## src/rtl/core_dbg_pkg.sv

```systemverilog
// Shared types and sizes for the core run/halt/step/dump controller.
package core_dbg_pkg;

  localparam int REG_CNT   = 32;
  localparam int DBG_SEL_W = 5;

  typedef enum logic [1:0] {
    HALT = 2'd0,
    RUN  = 2'd1,
    STEP = 2'd2,
    DUMP = 2'd3
  } state_t;

endpackage

```

## src/rtl/reg_dump_seq.sv

```systemverilog
// Register-file dump sequencer: walks the debug read index and emits one
// registered beat per register over a valid/ready port (1 beat / 2 cycles).
module reg_dump_seq
  import core_dbg_pkg::*;
#(
  parameter int DUMP_REGS = REG_CNT
) (
  input  logic                 clk,
  input  logic                 reset,
  input  logic                 en,
  input  logic                 start,
  input  logic                 done,
  input  logic [31:0]          rd_data,
  input  logic                 ready,
  output logic [DBG_SEL_W-1:0] sel,
  output logic [31:0]          data,
  output logic                 valid,
  output logic                 last
);

  localparam logic [DBG_SEL_W-1:0] LAST_IDX = DBG_SEL_W'(DUMP_REGS - 1);

  always_ff @(posedge clk or negedge reset) begin
    if (!reset) begin
      sel   <= '0;
      data  <= '0;
      valid <= 1'b0;
      last  <= 1'b0;
    end else if (start) begin
      sel <= '0;
    end else if (en) begin
      if (!valid) begin
        data  <= rd_data;
        valid <= 1'b1;
        last  <= (sel == LAST_IDX);
      end else if (ready) begin
        valid <= 1'b0;
        if (done) begin
          sel  <= '0;
          last <= 1'b0;
        end else begin
          sel <= sel + DBG_SEL_W'(1);
        end
      end
    end
  end

endmodule

```

## src/rtl/core_run_controller.sv

```systemverilog
// Run/halt/single-step controller with halted-state register dump.
// Optional breakpoint stop is built when CRC_BREAKPOINT_EN is defined.
module core_run_controller
  import core_dbg_pkg::*;
#(
  parameter int CNT_W     = 32,
  parameter int DUMP_REGS = 32
) (
  input  logic                 clk,
  input  logic                 reset,
  input  logic                 run_req,
  input  logic                 halt_req,
  input  logic                 step_req,
  input  logic                 dump_req,
  input  logic [31:0]          PC,
  input  logic [31:0]          Debug_out,
  output logic [DBG_SEL_W-1:0] Debug_Source_select,
  output logic                 core_en,
  output logic [31:0]          dump_data,
  output logic                 dump_valid,
  input  logic                 dump_ready,
  output logic                 dump_last,
  output logic                 halted,
  output logic [CNT_W-1:0]     instr_count
`ifdef CRC_BREAKPOINT_EN
  ,
  input  logic [31:0]          bp_addr,
  output logic                 bp_hit
`endif
);

  state_t state;
  logic   bp_stop;
  logic   step_go, run_go, dump_go, dump_done;

  // Requests seen in HALT, resolved by priority halt > step > run > dump.
  assign step_go   = (state == HALT) && !halt_req && step_req;
  assign run_go    = (state == HALT) && !halt_req && !step_req && run_req;
  assign dump_go   = (state == HALT) && !halt_req && !step_req && !run_req && dump_req;
  assign dump_done = (state == DUMP) && dump_valid && dump_ready && dump_last;

  assign core_en = ((state == RUN) && !bp_stop) || (state == STEP);
  assign halted  = (state == HALT);

`ifdef CRC_BREAKPOINT_EN
  logic first_run;

  // The first RUN cycle never stops, so resuming from bp_addr executes it.
  assign bp_stop = (state == RUN) && (PC == bp_addr) && !first_run;

  always_ff @(posedge clk or negedge reset) begin
    if (!reset) begin
      first_run <= 1'b0;
      bp_hit    <= 1'b0;
    end else begin
      first_run <= run_go;
      if (bp_stop)
        bp_hit <= 1'b1;
      else if (run_go || step_go)
        bp_hit <= 1'b0;
    end
  end
`else
  logic unused_pc;
  assign unused_pc = ^PC;
  assign bp_stop   = 1'b0;
`endif

  always_ff @(posedge clk or negedge reset) begin
    if (!reset) begin
      state       <= HALT;
      instr_count <= '0;
    end else begin
      if (core_en)
        instr_count <= instr_count + CNT_W'(1);
      case (state)
        HALT: begin
          if (step_go)      state <= STEP;
          else if (run_go)  state <= RUN;
          else if (dump_go) state <= DUMP;
        end
        RUN:     if (halt_req || bp_stop) state <= HALT;
        STEP:    state <= HALT;
        DUMP:    if (dump_done) state <= HALT;
        default: state <= HALT;
      endcase
    end
  end

  reg_dump_seq #(.DUMP_REGS(DUMP_REGS)) u_dump (
    .clk     (clk),
    .reset   (reset),
    .en      (state == DUMP),
    .start   (dump_go),
    .done    (dump_done),
    .rd_data (Debug_out),
    .ready   (dump_ready),
    .sel     (Debug_Source_select),
    .data    (dump_data),
    .valid   (dump_valid),
    .last    (dump_last)
  );

endmodule

```

## config.mk

```make
export PLATFORM = sky130hd
export DESIGN_NAME = core_run_controller
export DESIGN_NICKNAME = d
export VERILOG_FILES = /design/src/rtl/core_dbg_pkg.sv /design/src/rtl/reg_dump_seq.sv /design/src/rtl/core_run_controller.sv
export SDC_FILE = /design/constraint.sdc
export NUM_CORES = 1
export LEC_CHECK = 0
export BUFFER_PORTS_ARGS = -buffer_cell sky130_fd_sc_hd__buf_2
export CAP_MARGIN = 40
export CORE_AREA = 2 2 119 121
export CTS_BUF_LIST = sky130_fd_sc_hd__clkbuf_8
export CTS_CLUSTER_SIZE = 10
export DETAILED_ROUTE_END_ITERATION = 10
export DIE_AREA = 0 0 121 123
export GPL_TIMING_DRIVEN = 0
export SKIP_CTS_REPAIR_TIMING = 1
export SLEW_MARGIN = 10
export SYNTH_ARGS = -nofsm -noshare
export SYNTH_HDL_FRONTEND = slang
export SYNTH_SLANG_ARGS = --single-unit
export TNS_END_PERCENT = 20
```

## constraint.sdc

```tcl
create_clock -name clk -period 6.2 [get_ports clk]
set_clock_uncertainty 0.05 [all_clocks]
set_input_delay 0.31 -clock clk [delete_from_list [all_inputs] [get_ports clk]]
set_output_delay 0.31 -clock clk [all_outputs]
set_load 0.01 [all_outputs]
```

==> impl_summary.log <==
[metrics] transition time at the pin with the least slew margin: 0.615 ns
[metrics] endpoints failing hold: 0
[metrics] H-tree depth reported by CTS: 3
[metrics] most common cell after layout, fill and taps aside: sky130_fd_sc_hd__buf_2
[metrics] Std-Cell Core Area: 13600 µm²
[metrics] max-cap check violation count: 0
[metrics] number of DRC markers in iteration 0: 81
[metrics] clock root buffer master: sky130_fd_sc_hd__clkbuf_8
[metrics] leakage dissipation: approximately 0.0021 µW
[metrics] post-CTS clock slew at the launch and capture registers of the worst setup and hold paths: roughly 0.08 ns
[metrics] number of placed cells counting well taps: between 500 and 600
[metrics] starting density of the core: approximately a quarter
[metrics] horizontal extent of the die: ~120 µm
[metrics] synthesized netlist cell count: 250
[metrics] internal power: 1070 µW
[metrics] number of buffers inserted by port buffering: about 110
[metrics] antenna diode count: 0
[metrics] PwrDens: about 370 nW/µm²
[metrics] number of cells traversed by the worst hold path: 2
[metrics] run status: finished clean
[metrics] share of flip-flops with an asynchronous set or reset: between 90% and 100%
[metrics] RR Startpoint: state[0]
[metrics] top library cells by usage in the layout, fill and taps aside: sky130_fd_sc_hd__buf_2, sky130_fd_sc_hd__dfrtp_1, sky130_fd_sc_hd__mux2_2
[metrics] Post-DP HPWL: between 5 and 6 mm
[metrics] combinational group share of total power: 29.7%
[metrics] DRC errors left: 0
[metrics] Max Root-Sink Buffers: 2
[metrics] Setup Crit Path Kind: register to register
[metrics] critical path startpoint category: register
[metrics] global-route wire length before repair: roughly 11 mm
[metrics] end point of the worst hold path: u_dump.data[12]
[metrics] Synth Register Bits: 73
[metrics] met2 track demand over resource: between 10% and 20%
[metrics] clk sinks: 73
[metrics] most frequently used flop master after synthesis: sky130_fd_sc_hd__dfrtp_1
[metrics] met1 global-route usage: about an eighth
[metrics] final routed wire length divided by cell count: between 10 and 15 µm
[metrics] synthesis warning total: 0
[metrics] switching power of the nets: approximately 480 µW
[metrics] share of total power consumed by net switching: between 30% and 40%
[metrics] critical path peak fanout: 10
[metrics] Post-synth EDFFs: 0
[metrics] Die Height: approximately 120 µm
[metrics] startpoint of the worst hold path: Debug_out[12]
[metrics] Detailed Routing Iterations Pass 1: 4
[metrics] share of the cycle needed by the critical path after routing: 40.6%
[metrics] cell area after synthesis: 3190 µm²
[metrics] final setup fails: 0
[metrics] R2R Setup Slk: approximately 3.7 ns
[metrics] final non-filler cell total: around 560
[metrics] layout cell share with drive strength beyond 1: between 40% and 50%
[metrics] relative contribution of sequential cells to total power: between 40% and 50%
[metrics] number of fill cells in the layout: 1400
[metrics] FF-to-FF End: u_dump.data[24]
[metrics] number of distinct library cells after synthesis: 35
[metrics] total clock buffers created by CTS: 9
[metrics] Area growth, synth to finish: 32.1%
[metrics] io pins: between 100 and 150
[metrics] highest clock rate: a little under 400 MHz
[metrics] maximum ir drop on the vdd rail: roughly 110 µV
[metrics] combined global-route utilization of all metal layers: under 10%
[metrics] number of global-route vias before repair: approximately 2300
[metrics] clock tree from TritonCTS: done
[metrics] proportion of netlist area held by the largest area contributor: around 57%
[metrics] unrepaired setup endpoints after global routing: no
[metrics] nets in the synthesized netlist: around 330
[metrics] Arrival @ worst endpoint: approximately 2.7 ns
[metrics] aggregate routed wire length: around 7.2 mm
[metrics] total congestion overflow: 0
[metrics] die footprint: approximately 15000 µm²
[metrics] final number of max-transition violations: 0
[metrics] final period demand of the worst path: 2.52 ns
[metrics] endpoint kind of the worst setup timing path: register
[metrics] via count: 2373
[metrics] worst hold-check path type: input port to register
[metrics] detail-routed via count per cell: approximately 4.3
[metrics] required time at the worst-slack endpoint: ~6.4 ns
[metrics] Total Nets Final: 451
[metrics] relative slew slack: about three fifths
[metrics] setup TNS: 0 ns
[metrics] sequential area share after synthesis: a little under three fifths
[metrics] length in cells of the worst reg-to-reg path: 7
[metrics] top cells by area in the synthesized netlist: sky130_fd_sc_hd__dfrtp_1, sky130_fd_sc_hd__mux2_2, sky130_fd_sc_hd__xnor2_1
[metrics] site row count: between 40 and 50
[metrics] clock power share: between 20 and 30%
[metrics] global-route met3 utilization: between 3 and 4%
[metrics] clock insertion delay at the later pin of the skew report: 0.35 ns
[metrics] antenna violations before repair: 0
[metrics] global placement routability congestion: 0.725
[metrics] multi-input logic area: between 1000 and 1500 µm²
[metrics] Synth Area per Inst: 12.8 µm²
[metrics] largest net degree at the start of global routing: 38
[metrics] busiest metal layer after global routing: met2
[metrics] Synth area leader: sky130_fd_sc_hd__dfrtp_1
[metrics] count of nets left with antenna violations after detail routing: 0
[metrics] register area: 1830 µm²
-- Yosys cell counts, types with 6 or more instances --
| library cell | count |
|---|---|
| sky130_fd_sc_hd__mux2_2 | 22 |
| sky130_fd_sc_hd__inv_1 | 7 |
| sky130_fd_sc_hd__nand2_1 | 12 |
| sky130_fd_sc_hd__xnor2_1 | 19 |
| sky130_fd_sc_hd__nand4_1 | 9 |
| sky130_fd_sc_hd__xor2_1 | 12 |
| sky130_fd_sc_hd__ha_1 | 6 |
| sky130_fd_sc_hd__nor2_1 | 7 |
| sky130_fd_sc_hd__nand3_1 | 13 |
| sky130_fd_sc_hd__mux2_1 | 11 |
| sky130_fd_sc_hd__a21oi_1 | 8 |
| sky130_fd_sc_hd__dfrtp_1 | 73 |
-- worst max-delay path: stages (launching register included) --
cell and delay (ns):
sky130_fd_sc_hd__dfrtp_1 0.39, sky130_fd_sc_hd__inv_1 0.07, sky130_fd_sc_hd__ha_1 0.26, sky130_fd_sc_hd__and4b_1 0.23
sky130_fd_sc_hd__buf_2 0.18, sky130_fd_sc_hd__nor3b_2 0.53, sky130_fd_sc_hd__buf_4 0.32, sky130_fd_sc_hd__mux2_2 0.36
-- registers in the layout, indices dropped and copies added (netlist names) --
signal        flops
u_dump.valid      1
u_dump.data      32
u_dump.sel        5
u_dump.last       1
state             2
instr_count      32
-- cell families (layout without fill, tap and decap cells) --
kind of cell	after synthesis	in the layout	share of synthesized area (%)
compound gates	17	17	3.14
xor+xnor	31	31	8.51
fa+ha+maj	6	6	2.35
buf+inv	14	142	2.04
flops	73	73	57.2
mux	34	34	12.0
simple gates	75	75	14.8
-- area by class of cell --
type | count | share of cell area, %
inverter | 7 | 0.623
clock inverter | 5 | 1.72
sequential | 73 | 43.3
buffer | 7 | 0.920
timing repair buffer | 113 | 14.0
multi-input combinational | 163 | 30.8
tap | 180 | 5.34
clock buffer | 10 | 3.27
-- worst max path at each step --
stage | start | end | cells past startpoint
after floorplan | state[0] | u_dump.data[19] | 7
after global placement | state[0] | u_dump.data[21] | 7
final | state[0] | u_dump.data[24] | 7
after global routing | state[0] | u_dump.data[24] | 7
after detailed placement | state[0] | u_dump.data[19] | 7
after CTS | state[0] | u_dump.data[24] | 7
-- per-layer routing --
metal / share of wire (%) / vias up / routed length [µm]
met1: 46 / 1134 / 3290
met4: 1.5 / 0 / 110
met5: 0 / - / 0
met3: 8.4 / 9 / 604
met2: 44 / 88 / 3210
li1: - / 1142 / -
-- power by group through the flow --
stage                     clock, µW  combinational [µW]  sequential [µW]
after floorplan                   0                 205              760
final                           400                 463              695
after global placement            0                 457              695
after CTS                       420                 471              696
after global routing            441                 511              713
after detailed placement          0                 469              705
-- metrics by stage --
stage                     total power [µW]  util (%)  cell area, µm²  hold slack (ns)  worst slack (ns)
after floorplan                        964         -            3190          -0.0356              4.11
after global placement                1150      29.2            3970            0.407              3.74
after detailed placement              1170      29.4            4000            0.275              3.70
after CTS                             1590      30.9            4210           -0.128              3.67
after global routing                  1670      31.0            4220            0.104              3.51
final                                 1560      31.0            4220            0.129              3.68
No activity file was read; power rests on OpenSTA's default activity.
